$ cat config.mk
export PLATFORM = sky130hd
export DESIGN_NAME = wbu_flat
export DESIGN_NICKNAME = d
export VERILOG_FILES = /design/src/rtl/wbu_if.sv /design/src/rtl/wbu.sv /design/src/flat_wrapper.sv
export SDC_FILE = /design/constraint.sdc
export NUM_CORES = 1
export LEC_CHECK = 0
export BUFFER_PORTS_ARGS = -buffer_cell sky130_fd_sc_hd__buf_4
export CAP_MARGIN = 20
export CORE_ASPECT_RATIO = 0.7
export CORE_MARGIN = 2
export CORE_UTILIZATION = 56
export DETAILED_ROUTE_END_ITERATION = 16
export HOLD_SLACK_MARGIN = 0.02
export PLACE_DENSITY = 0.94
export SYNTH_ARGS = -nofsm -noshare
export SYNTH_HDL_FRONTEND = slang
export SYNTH_SLANG_ARGS = --single-unit
$ cat constraint.sdc
create_clock -name clk -period 7.35 [get_ports clk]
set_input_delay 1.47 -clock clk [delete_from_list [all_inputs] [get_ports clk]]
set_output_delay 1.47 -clock clk [all_outputs]
set_load 0.05 [all_outputs]
$ cat src/rtl/wbu_if.sv
`timescale 1ns/1ps
// Retire handshake from EXU, load-data return, and the registered write port
// that WBU drives back into the decode-stage register file.
interface wbu_if;
   logic        in_valid;
   logic        in_ready;
   logic [31:0] in_pc;
   logic [4:0]  in_rd;
   logic        in_R_wen;
   logic [3:0]  in_csr_wen;
   logic [31:0] in_alu_result;
   logic [31:0] in_csr_old;
   logic [2:0]  in_funct3;
   logic        in_mem_ren;
   logic        in_jump;
   logic        in_ecall;
   logic        mem_rvalid;
   logic [31:0] mem_rdata;
   logic [4:0]  rd;
   logic [31:0] rd_value;
   logic        R_wen;
   logic [3:0]  csr_wen;
   logic [31:0] csrd;
   logic        commit;
   logic [31:0] commit_pc;
   logic        bus_err;

   modport master (
      output in_valid, in_pc, in_rd, in_R_wen, in_csr_wen, in_alu_result, in_csr_old,
             in_funct3, in_mem_ren, in_jump, in_ecall, mem_rvalid, mem_rdata,
      input  in_ready, rd, rd_value, R_wen, csr_wen, csrd, commit, commit_pc, bus_err
   );

   modport slave (
      input  in_valid, in_pc, in_rd, in_R_wen, in_csr_wen, in_alu_result, in_csr_old,
             in_funct3, in_mem_ren, in_jump, in_ecall, mem_rvalid, mem_rdata,
      output in_ready, rd, rd_value, R_wen, csr_wen, csrd, commit, commit_pc, bus_err
   );
endinterface

$ cat src/rtl/wbu.sv
`timescale 1ns/1ps
// Write-back stage: retires one EXU instruction per handshake, waits on load data
// with a bounded timeout, and drives one-cycle registered GPR/CSR write pulses.
module wbu #(
   parameter int MEM_TIMEOUT = 16,
   parameter int CNT_W       = 5
) (
   input  logic clk,
   input  logic rst_n,
   wbu_if.slave bus
);
   localparam logic [CNT_W-1:0] CNT_LAST = CNT_W'(MEM_TIMEOUT - 1);

   typedef enum logic {IDLE, WAIT_MEM} state_t;

   typedef struct packed {
      logic [31:0] pc;
      logic [4:0]  rd;
      logic        r_wen;
      logic [3:0]  csr_wen;
      logic [31:0] alu_result;
      logic [31:0] csr_old;
      logic [2:0]  funct3;
      logic        mem_ren;
      logic        jump;
      logic        ecall;
   } instr_t;

   state_t           state_reg, state_next;
   logic [CNT_W-1:0] cnt_reg, cnt_next;
   instr_t           instr_reg;
   instr_t           incoming;
   instr_t           src;
   logic             accept;
   logic             retire;
   logic             timeout;

   logic [7:0]       byte_lane [4];
   logic [15:0]      half_lane [2];
   logic [7:0]       ld_byte;
   logic [15:0]      ld_half;
   logic [31:0]      ld_value;

   logic             wb_r_wen;
   logic [3:0]       wb_csr_wen;
   logic [31:0]      wb_rd_value;
   logic             wb_rd_upd;
   logic [31:0]      wb_csrd;
   logic             wb_csrd_upd;

   logic [4:0]       rd_reg;
   logic [31:0]      rd_value_reg;
   logic             r_wen_reg;
   logic [3:0]       csr_wen_reg;
   logic [31:0]      csrd_reg;
   logic             commit_reg;
   logic [31:0]      commit_pc_reg;
   logic             bus_err_reg;

   always_comb begin
      incoming            = '0;
      incoming.pc         = bus.in_pc;
      incoming.rd         = bus.in_rd;
      incoming.r_wen      = bus.in_R_wen;
      incoming.csr_wen    = bus.in_csr_wen;
      incoming.alu_result = bus.in_alu_result;
      incoming.csr_old    = bus.in_csr_old;
      incoming.funct3     = bus.in_funct3;
      incoming.mem_ren    = bus.in_mem_ren;
      incoming.jump       = bus.in_jump;
      incoming.ecall      = bus.in_ecall;
   end

   // Non-loads retire straight from the inputs; loads retire from the latched copy.
   assign src = (state_reg == IDLE) ? incoming : instr_reg;

   always_comb begin
      state_next = state_reg;
      cnt_next   = cnt_reg;
      accept     = 1'b0;
      retire     = 1'b0;
      timeout    = 1'b0;
      case (state_reg)
         IDLE: begin
            accept = bus.in_valid;
            // ecall takes priority over every other kind, so it never waits for data.
            if (accept) begin
               if (incoming.mem_ren && !incoming.ecall) begin
                  state_next = WAIT_MEM;
                  cnt_next   = '0;
               end else begin
                  retire = 1'b1;
               end
            end
         end
         WAIT_MEM: begin
            if (bus.mem_rvalid) begin
               retire     = 1'b1;
               state_next = IDLE;
            end else if (cnt_reg == CNT_LAST) begin
               timeout    = 1'b1;
               state_next = IDLE;
            end else begin
               cnt_next = cnt_reg + 1'b1;
            end
         end
         default: state_next = IDLE;
      endcase
   end

   always_ff @(posedge clk) begin
      if (!rst_n) begin
         state_reg <= IDLE;
         cnt_reg   <= '0;
      end else begin
         state_reg <= state_next;
         cnt_reg   <= cnt_next;
      end
   end

   always_ff @(posedge clk) begin
      if (!rst_n) begin
         instr_reg <= '0;
      end else if (accept) begin
         instr_reg <= incoming;
      end
   end

   for (genvar gi = 0; gi < 4; gi++) begin : g_byte_lane
      assign byte_lane[gi] = bus.mem_rdata[8*gi +: 8];
   end

   for (genvar gi = 0; gi < 2; gi++) begin : g_half_lane
      assign half_lane[gi] = bus.mem_rdata[16*gi +: 16];
   end

   always_comb begin
      ld_byte = byte_lane[src.alu_result[1:0]];
      ld_half = half_lane[src.alu_result[1]];
      case (src.funct3)
         3'b000:  ld_value = {{24{ld_byte[7]}}, ld_byte};
         3'b001:  ld_value = {{16{ld_half[15]}}, ld_half};
         3'b100:  ld_value = {24'd0, ld_byte};
         3'b101:  ld_value = {16'd0, ld_half};
         default: ld_value = bus.mem_rdata;
      endcase
   end

   always_comb begin
      wb_r_wen    = 1'b0;
      wb_csr_wen  = 4'b0000;
      wb_rd_value = src.alu_result;
      wb_rd_upd   = 1'b1;
      wb_csrd     = src.alu_result;
      wb_csrd_upd = 1'b0;
      if (src.ecall) begin
         // mcause is written by the regfile itself; only mepc needs our data.
         wb_csr_wen  = 4'b0011;
         wb_csrd     = src.pc;
         wb_csrd_upd = 1'b1;
         wb_rd_upd   = 1'b0;
      end else begin
         wb_r_wen = src.r_wen && (src.rd != 5'd0);
         if (src.mem_ren) begin
            wb_rd_value = ld_value;
         end else if (src.csr_wen != 4'b0000) begin
            wb_rd_value = src.csr_old;
            wb_csrd     = src.alu_result;
            wb_csrd_upd = 1'b1;
            wb_csr_wen  = src.csr_wen;
         end else if (src.jump) begin
            wb_rd_value = src.pc + 32'd4;
         end
      end
   end

   always_ff @(posedge clk) begin
      if (!rst_n) begin
         rd_reg        <= '0;
         rd_value_reg  <= '0;
         r_wen_reg     <= 1'b0;
         csr_wen_reg   <= '0;
         csrd_reg      <= '0;
         commit_reg    <= 1'b0;
         commit_pc_reg <= '0;
         bus_err_reg   <= 1'b0;
      end else begin
         r_wen_reg   <= 1'b0;
         csr_wen_reg <= '0;
         commit_reg  <= 1'b0;
         bus_err_reg <= 1'b0;
         if (retire) begin
            commit_reg    <= 1'b1;
            commit_pc_reg <= src.pc;
            rd_reg        <= src.rd;
            r_wen_reg     <= wb_r_wen;
            csr_wen_reg   <= wb_csr_wen;
            if (wb_rd_upd) begin
               rd_value_reg <= wb_rd_value;
            end
            if (wb_csrd_upd) begin
               csrd_reg <= wb_csrd;
            end
         end else if (timeout) begin
            commit_reg    <= 1'b1;
            bus_err_reg   <= 1'b1;
            commit_pc_reg <= instr_reg.pc;
            rd_value_reg  <= '0;
         end
      end
   end

   assign bus.in_ready  = (state_reg == IDLE);
   assign bus.rd        = rd_reg;
   assign bus.rd_value  = rd_value_reg;
   assign bus.R_wen     = r_wen_reg;
   assign bus.csr_wen   = csr_wen_reg;
   assign bus.csrd      = csrd_reg;
   assign bus.commit    = commit_reg;
   assign bus.commit_pc = commit_pc_reg;
   assign bus.bus_err   = bus_err_reg;

endmodule
$ cat src/flat_wrapper.sv
// flat-port wrapper written by rule: the top's interface ports become plain ports
module wbu_flat 
#(
   parameter int MEM_TIMEOUT = 16,
   parameter int CNT_W       = 5
)
  (clk, rst_n, bus_in_valid, bus_in_pc, bus_in_rd, bus_in_R_wen, bus_in_csr_wen, bus_in_alu_result, bus_in_csr_old, bus_in_funct3, bus_in_mem_ren, bus_in_jump, bus_in_ecall, bus_mem_rvalid, bus_mem_rdata, bus_in_ready, bus_rd, bus_rd_value, bus_R_wen, bus_csr_wen, bus_csrd, bus_commit, bus_commit_pc, bus_bus_err);
  wbu_if bus_i ();
  input  logic clk;
  input  logic rst_n;
  input wire logic [$bits(bus_i.in_valid)-1:0] bus_in_valid;
  input wire logic [$bits(bus_i.in_pc)-1:0] bus_in_pc;
  input wire logic [$bits(bus_i.in_rd)-1:0] bus_in_rd;
  input wire logic [$bits(bus_i.in_R_wen)-1:0] bus_in_R_wen;
  input wire logic [$bits(bus_i.in_csr_wen)-1:0] bus_in_csr_wen;
  input wire logic [$bits(bus_i.in_alu_result)-1:0] bus_in_alu_result;
  input wire logic [$bits(bus_i.in_csr_old)-1:0] bus_in_csr_old;
  input wire logic [$bits(bus_i.in_funct3)-1:0] bus_in_funct3;
  input wire logic [$bits(bus_i.in_mem_ren)-1:0] bus_in_mem_ren;
  input wire logic [$bits(bus_i.in_jump)-1:0] bus_in_jump;
  input wire logic [$bits(bus_i.in_ecall)-1:0] bus_in_ecall;
  input wire logic [$bits(bus_i.mem_rvalid)-1:0] bus_mem_rvalid;
  input wire logic [$bits(bus_i.mem_rdata)-1:0] bus_mem_rdata;
  output wire logic [$bits(bus_i.in_ready)-1:0] bus_in_ready;
  output wire logic [$bits(bus_i.rd)-1:0] bus_rd;
  output wire logic [$bits(bus_i.rd_value)-1:0] bus_rd_value;
  output wire logic [$bits(bus_i.R_wen)-1:0] bus_R_wen;
  output wire logic [$bits(bus_i.csr_wen)-1:0] bus_csr_wen;
  output wire logic [$bits(bus_i.csrd)-1:0] bus_csrd;
  output wire logic [$bits(bus_i.commit)-1:0] bus_commit;
  output wire logic [$bits(bus_i.commit_pc)-1:0] bus_commit_pc;
  output wire logic [$bits(bus_i.bus_err)-1:0] bus_bus_err;
  assign bus_i.in_valid = bus_in_valid;
  assign bus_i.in_pc = bus_in_pc;
  assign bus_i.in_rd = bus_in_rd;
  assign bus_i.in_R_wen = bus_in_R_wen;
  assign bus_i.in_csr_wen = bus_in_csr_wen;
  assign bus_i.in_alu_result = bus_in_alu_result;
  assign bus_i.in_csr_old = bus_in_csr_old;
  assign bus_i.in_funct3 = bus_in_funct3;
  assign bus_i.in_mem_ren = bus_in_mem_ren;
  assign bus_i.in_jump = bus_in_jump;
  assign bus_i.in_ecall = bus_in_ecall;
  assign bus_i.mem_rvalid = bus_mem_rvalid;
  assign bus_i.mem_rdata = bus_mem_rdata;
  assign bus_in_ready = bus_i.in_ready;
  assign bus_rd = bus_i.rd;
  assign bus_rd_value = bus_i.rd_value;
  assign bus_R_wen = bus_i.R_wen;
  assign bus_csr_wen = bus_i.csr_wen;
  assign bus_csrd = bus_i.csrd;
  assign bus_commit = bus_i.commit;
  assign bus_commit_pc = bus_i.commit_pc;
  assign bus_bus_err = bus_i.bus_err;
  wbu #(.MEM_TIMEOUT(MEM_TIMEOUT), .CNT_W(CNT_W)) u_core (.clk(clk), .rst_n(rst_n), .bus(bus_i));
endmodule
# --- After elaboration in Yosys (flattened, before gate mapping) ---
# Cells that the tools add are included.
op_classes:
  addsub: 2
  multipliers: 0
  n_div: 0
  magnitude_cmp: 2
  eq_ne: 9
  shifts: 0
  muxes: 43
  bitwise_logic: 6
  reduce_logical: 14
op_table:
  columns: ["operator", "count"]
  rows:
  - ["$mux W32", 9]
  - ["$pmux W32 S4", 1]
  - ["$mux W112", 1]
  - ["$mux W16", 3]
  - ["$add A32 B3 Y32 const B", 1]
  - ["$mux W5", 4]
  - ["$bmux W8 S2", 1]
  - ["$mux W1", 16]
  - ["$mux W8", 2]
  - ["$pmux W5 S2", 1]
  - ["$ne A2 B2 Y1 const B", 4]
  - ["$eq A3 B3 Y1 const B", 2]
  - ["$mux W2", 3]
  - ["$reduce_and A2 Y1", 3]
  - ["$add A5 B1 Y5 const B", 1]
  - ["$eq A5 B4 Y1 const B", 1]
  - ["$reduce_bool A5 Y1", 1]
  - ["$reduce_or A5 Y1", 1]
  - ["$not A1 Y1", 4]
  - ["$pmux W1 S2", 2]
  - ["$reduce_and A4 Y1", 1]
  - ["$reduce_bool A4 Y1", 1]
  - ["$eq A3 B1 Y1 const B", 1]
  - ["$ge A3 B3 Y1 const B", 1]
  - ["other kinds (10)", 11]
totals:
  ff_bits: 226
  latch_bits: 0
  ram_bits: 0
  mem_bits_ro: 0
  input_bits: 148
  out_inout_bits: 109
  elab_cells: 97
  memories: 0

# --- Depth between registers and ports, before layout ---
logic_depth:
  word_depth: 9
  ltp_mapped: 14
  mapped_depth_nobuf: 9

# --- Least setup slack after synthesis ---
# Ideal clock, no wire load.
synth_timing:
  kind: "input to register"
  startpoint: "in bus_in_pc[3]"
  endpoint: "reg u_core.rd_value_reg[20], in the netlist u_core.bus.rd_value[20]"
  setup_time_ps: 117
  t_arrival_ps: 3327
  required_time_ps: 7233
  path_slack_ps: 3906
  cell_stages: 8
  path_cell_list: "mux2_2 > ha_1 > inv_1 > a211oi_4 > nand4_2 > or3_1 > a311o_1 > a32o_1"
synth_via:
  elab_chain_len: 7
synth_lines:
  columns: ["element", "line_no", "source"]
  rows:
  - ["start, declared", "flat_wrapper.sv:12", "input wire logic [$bits(bus_i.in_pc)-1:0] bus_in_pc;"]
  - ["$mux W112", "wbu.sv:75", "assign src = (state_reg == IDLE) ? incoming : instr_reg;"]
  - ["$add A32 B3 Y32", "wbu.sv:172", "wb_rd_value = src.pc + 32'd4;"]
  - ["$mux W32", "wbu.sv:171", "end else if (src.jump) begin"]
  - ["$mux W32", "wbu.sv:166", "end else if (src.csr_wen != 4'b0000) begin"]
  - ["$mux W32", "wbu.sv:164", "if (src.mem_ren) begin"]
  - ["$mux W32", "wbu.sv:198", "if (wb_rd_upd) begin"]
  - ["$mux W32", "wbu.sv:192", "if (retire) begin"]
  - ["end signal, assigned", "wbu.sv:199", "rd_value_reg <= wb_rd_value;"]
  - ["end, declared", "wbu.sv:52", "logic [31:0] rd_value_reg;"]
# No other way between the ends. The select of a mux whose other input is x is not followed.
# A chain may end at the register's enable or synchronous reset.

# --- Worst setup path in the final report ---
layout_timing:
  startpoint: "reg u_core.state_reg"
  endpoint: "out bus_in_ready"
layout_via:
  elab_chain_len: 1
layout_lines:
  columns: ["element", "line_no", "source"]
  rows:
  - ["start, declared", "wbu.sv:29", "state_t state_reg, state_next;"]
  - ["start signal, assigned", "wbu.sv:116", "state_reg <= state_next;"]
  - ["$not A1 Y1", "wbu.sv:213", "assign bus.in_ready = (state_reg == IDLE);"]
  - ["end, declared", "flat_wrapper.sv:24", "output wire logic [$bits(bus_i.in_ready)-1:0] bus_in_ready;"]
# No other way between the ends.

==> results.yml <==
outcome:
  status: "complete, no violations"
floorplanning:
  fp.dieH_um: 124.1
  die_w_um: 175.6
  ioPinCount: 257
  start_util_pct: 57.68
  rows: 43
  core_area_mm2: 0.02001
  dieArea_mm2: 0.02180
power:
  p_leak_uw: 0.005601
  vdd_drop_max_uv: 161.1
  cellPowerDensity_mw_per_mm2: 230.8
sta:
  finalSetupViolCount: 0
  fin_crit_ns: 4.310
  setup_tns_ns: 0
  fmax_ghz: 0.2320
  finalWorstSetupSlack_ns: 3.040
  max_slew.worst_pin.slew_ns: 1.078
  timing.final.crit_share_pct: 58.64
  rsz0062_at_grt: "no"
  slew_violations: 0
  maxSlewHeadroom_pct: 28.16
  clock_skew_ns: 0.01070
  hold_viol_final: 0
clock_network:
  h-tree-depth: 1
  clk_latency_ns: 0.53
  cts_buffers: 22
  clkTransAtPathRegs_ns: 0.07
  cts_resized: 0
  ctsHoldBuffers: 0
  cts.sinks: 226
  cts_max_path_buffers: 3
  post-cts-setup-buffers: 0
  clock-root-buffer: "clkbuf_16"
  cts_tree: "built"
worst_setup_path:
  critPathKind: "reg -> out"
  crit_fanout: 57
  r2r-end: "u_core.bus.csrd[31]"
  rrSetupSlack_ns: 3.05
  startpoint_type: "register"
  required_ns: 5.88
  worst-r2r-cell-count: 6
  regToRegStartpoint: "u_core.state_reg"
  cp.arrival_ns: 2.84
  crit_path_end_kind: "output pin"
route:
  drt-total-wl_um: 42900
  viasPerCell: 6.581
  wl_per_cell_um: 22.09
  vias: 12781
  drc: 0
  ant_nets: 0
  drt_iter0_drc: 2177
  firstDrtPassIters: 6
cells_and_area:
  syn2layout_area_growth_pct: 23.94
  drive_gt1_share_pct: 22.61
  seq_area_mm2: 0.004528
  multiInputGateArea_mm2: 0.006571
  fillCellCount: 1588
  fin_util_pct: 71.49
  diodes: 0
  largest_register_ff_count: 112
  instances_no_fill: 1942
  fin_nets: 1807
logic_synthesis:
  syn_avg_cell_area_um2: 7.843
  synth_top_area_share_pct: 39.19
  netlist.top_cell.by_area: "dfxtp_1"
  synthFlopType: "dfxtp_1"
  yosys_warnings: 0
  synth_area_mm2: 0.01154
  synth.distinct_cells: 66
  ys_ff_latch: 226
  synthTopCellsByCount: "nand2_1 (374), dfxtp_1 (226), a21oi_1 (202), clkbuf_1 (82), mux2i_1 (82)"
  async_flop_share_pct: 0
  post-synth-top-count-cell: "nand2_1"
  synth-edff-count: 0
  synth_cells: 1472
  synth_area_leaders: "dfxtp_1 (39%), nand2_1 (12%), a21oi_1 (8.8%)"
  yosysSeqAreaShare_pct: 39.19
  syn_nets: 1623
global_route:
  grt.total_usage_pct: 37.82
  antenna_found_initial: 0
  grt_pass1_vias: 11467
  grt_pass1_wl_um: 64180
  grt-ovfl-total: 0
  grt_max_degree: 101
place:
  hpwl_um: 30130
  placedCellCount: 1902
  gp_congestion: 0.9788
  place_ws_ns: 2.630
  port_buffers: 256
hold_path:
  min_to: "u_core.instr_reg[36]"
  min-delay-path-class: "reg -> reg"
  hold_path_depth: 2
  hold_path.startpoint: "u_core.instr_reg[36]"
run:
  maxCapViolations: 0
[placed cells by master, fill, tap and decap left out, types with 5 or more instances in the layout]
cell type / instances
a31oi_1: 9
nor3_1: 8
o21ai_0: 60
a22oi_1: 21
o221ai_1: 13
buf_4: 274
nand2_1: 374
clkinv_2: 5
o31ai_1: 5
a21o_1: 5
and3_1: 6
a211oi_1: 13
nand3b_1: 5
mux2_2: 43
clkbuf_16: 24
nand3_1: 30
mux2i_1: 80
nand4_1: 13
nor2_1: 66
xor2_1: 8
a221oi_1: 29
o22ai_1: 18
o211ai_1: 30
a32o_1: 8
inv_1: 6
nand4b_1: 7
and2_1: 5
a21oi_1: 201
xnor2_1: 7
dfxtp_1: 225
[critical path: stages (launching register included)]
cell and delay (ns):
dfxtp_4 0.85, buf_4 0.77, inv_1 0.15, buf_4 0.27
buf_4 0.22
[report_power, final]
part | switching [uW] | internal, uW | leakage, uW
Clock | 513 | 722 | 0.000383
Combinational | 469 | 235 | 0.00336
Sequential | 61.7 | 1300 | 0.00186
[layout make-up]
type                    count  share of cell area [%]
clock buffers              28                   4.442
inverters                   7                  0.2186
multi-input cells        1125                   45.93
flip-flops and latches    226                   31.65
clock inverters            12                   1.032
well taps                 270                   2.361
repair buffers            274                   14.38
[metal layers]
metal	global-route usage [%]	share of wire (%)
met1	50.74	38
met2	57.21	43
met3	12.03	16
met4	14.20	4.0
met5	0	0
[logic make-up after synthesis]
family	count (synthesis)	share of synthesized area [%]
AND/OR/NAND/NOR	543	20.01
AO/OA/AOI/OAI	438	23.49
flip-flops	226	39.19
multiplexers	126	11.50
buffers and inverters	121	4.357
XOR/XNOR	15	1.138
adder cells (fa/ha/maj)	3	0.3252
[how the worst max path moves through the flow]
stage / slack, ns / to / startpoint
after floorplan: 3.91 / u_core.bus.rd_value[20] / bus_in_pc[3]
after global placement: 2.68 / u_core.bus.csrd[18] / bus_in_valid
after detailed placement: 2.63 / u_core.bus.csrd[27] / bus_in_valid
after CTS: 3.12 / bus_in_ready / u_core.state_reg
after global routing: 2.84 / u_core.bus.csrd[13] / u_core.state_reg
final: 3.04 / bus_in_ready / u_core.state_reg
[through the flow]
step | power, uW | hold WS [ns] | instance area, um^2
3_3_place_gp | 2052 | 0.4384 | 13530
5_1_grt | 3386 | 0.4754 | 14310
3_5_place_dp | 2066 | 0.4463 | 13530
6_report | 3302 | 0.4579 | 14310
4_1_cts | 3274 | 0.4558 | 14310
2_1_floorplan | 1801 | 0.4229 | 11540
Note: power is estimated with default switching activity, not from simulation.
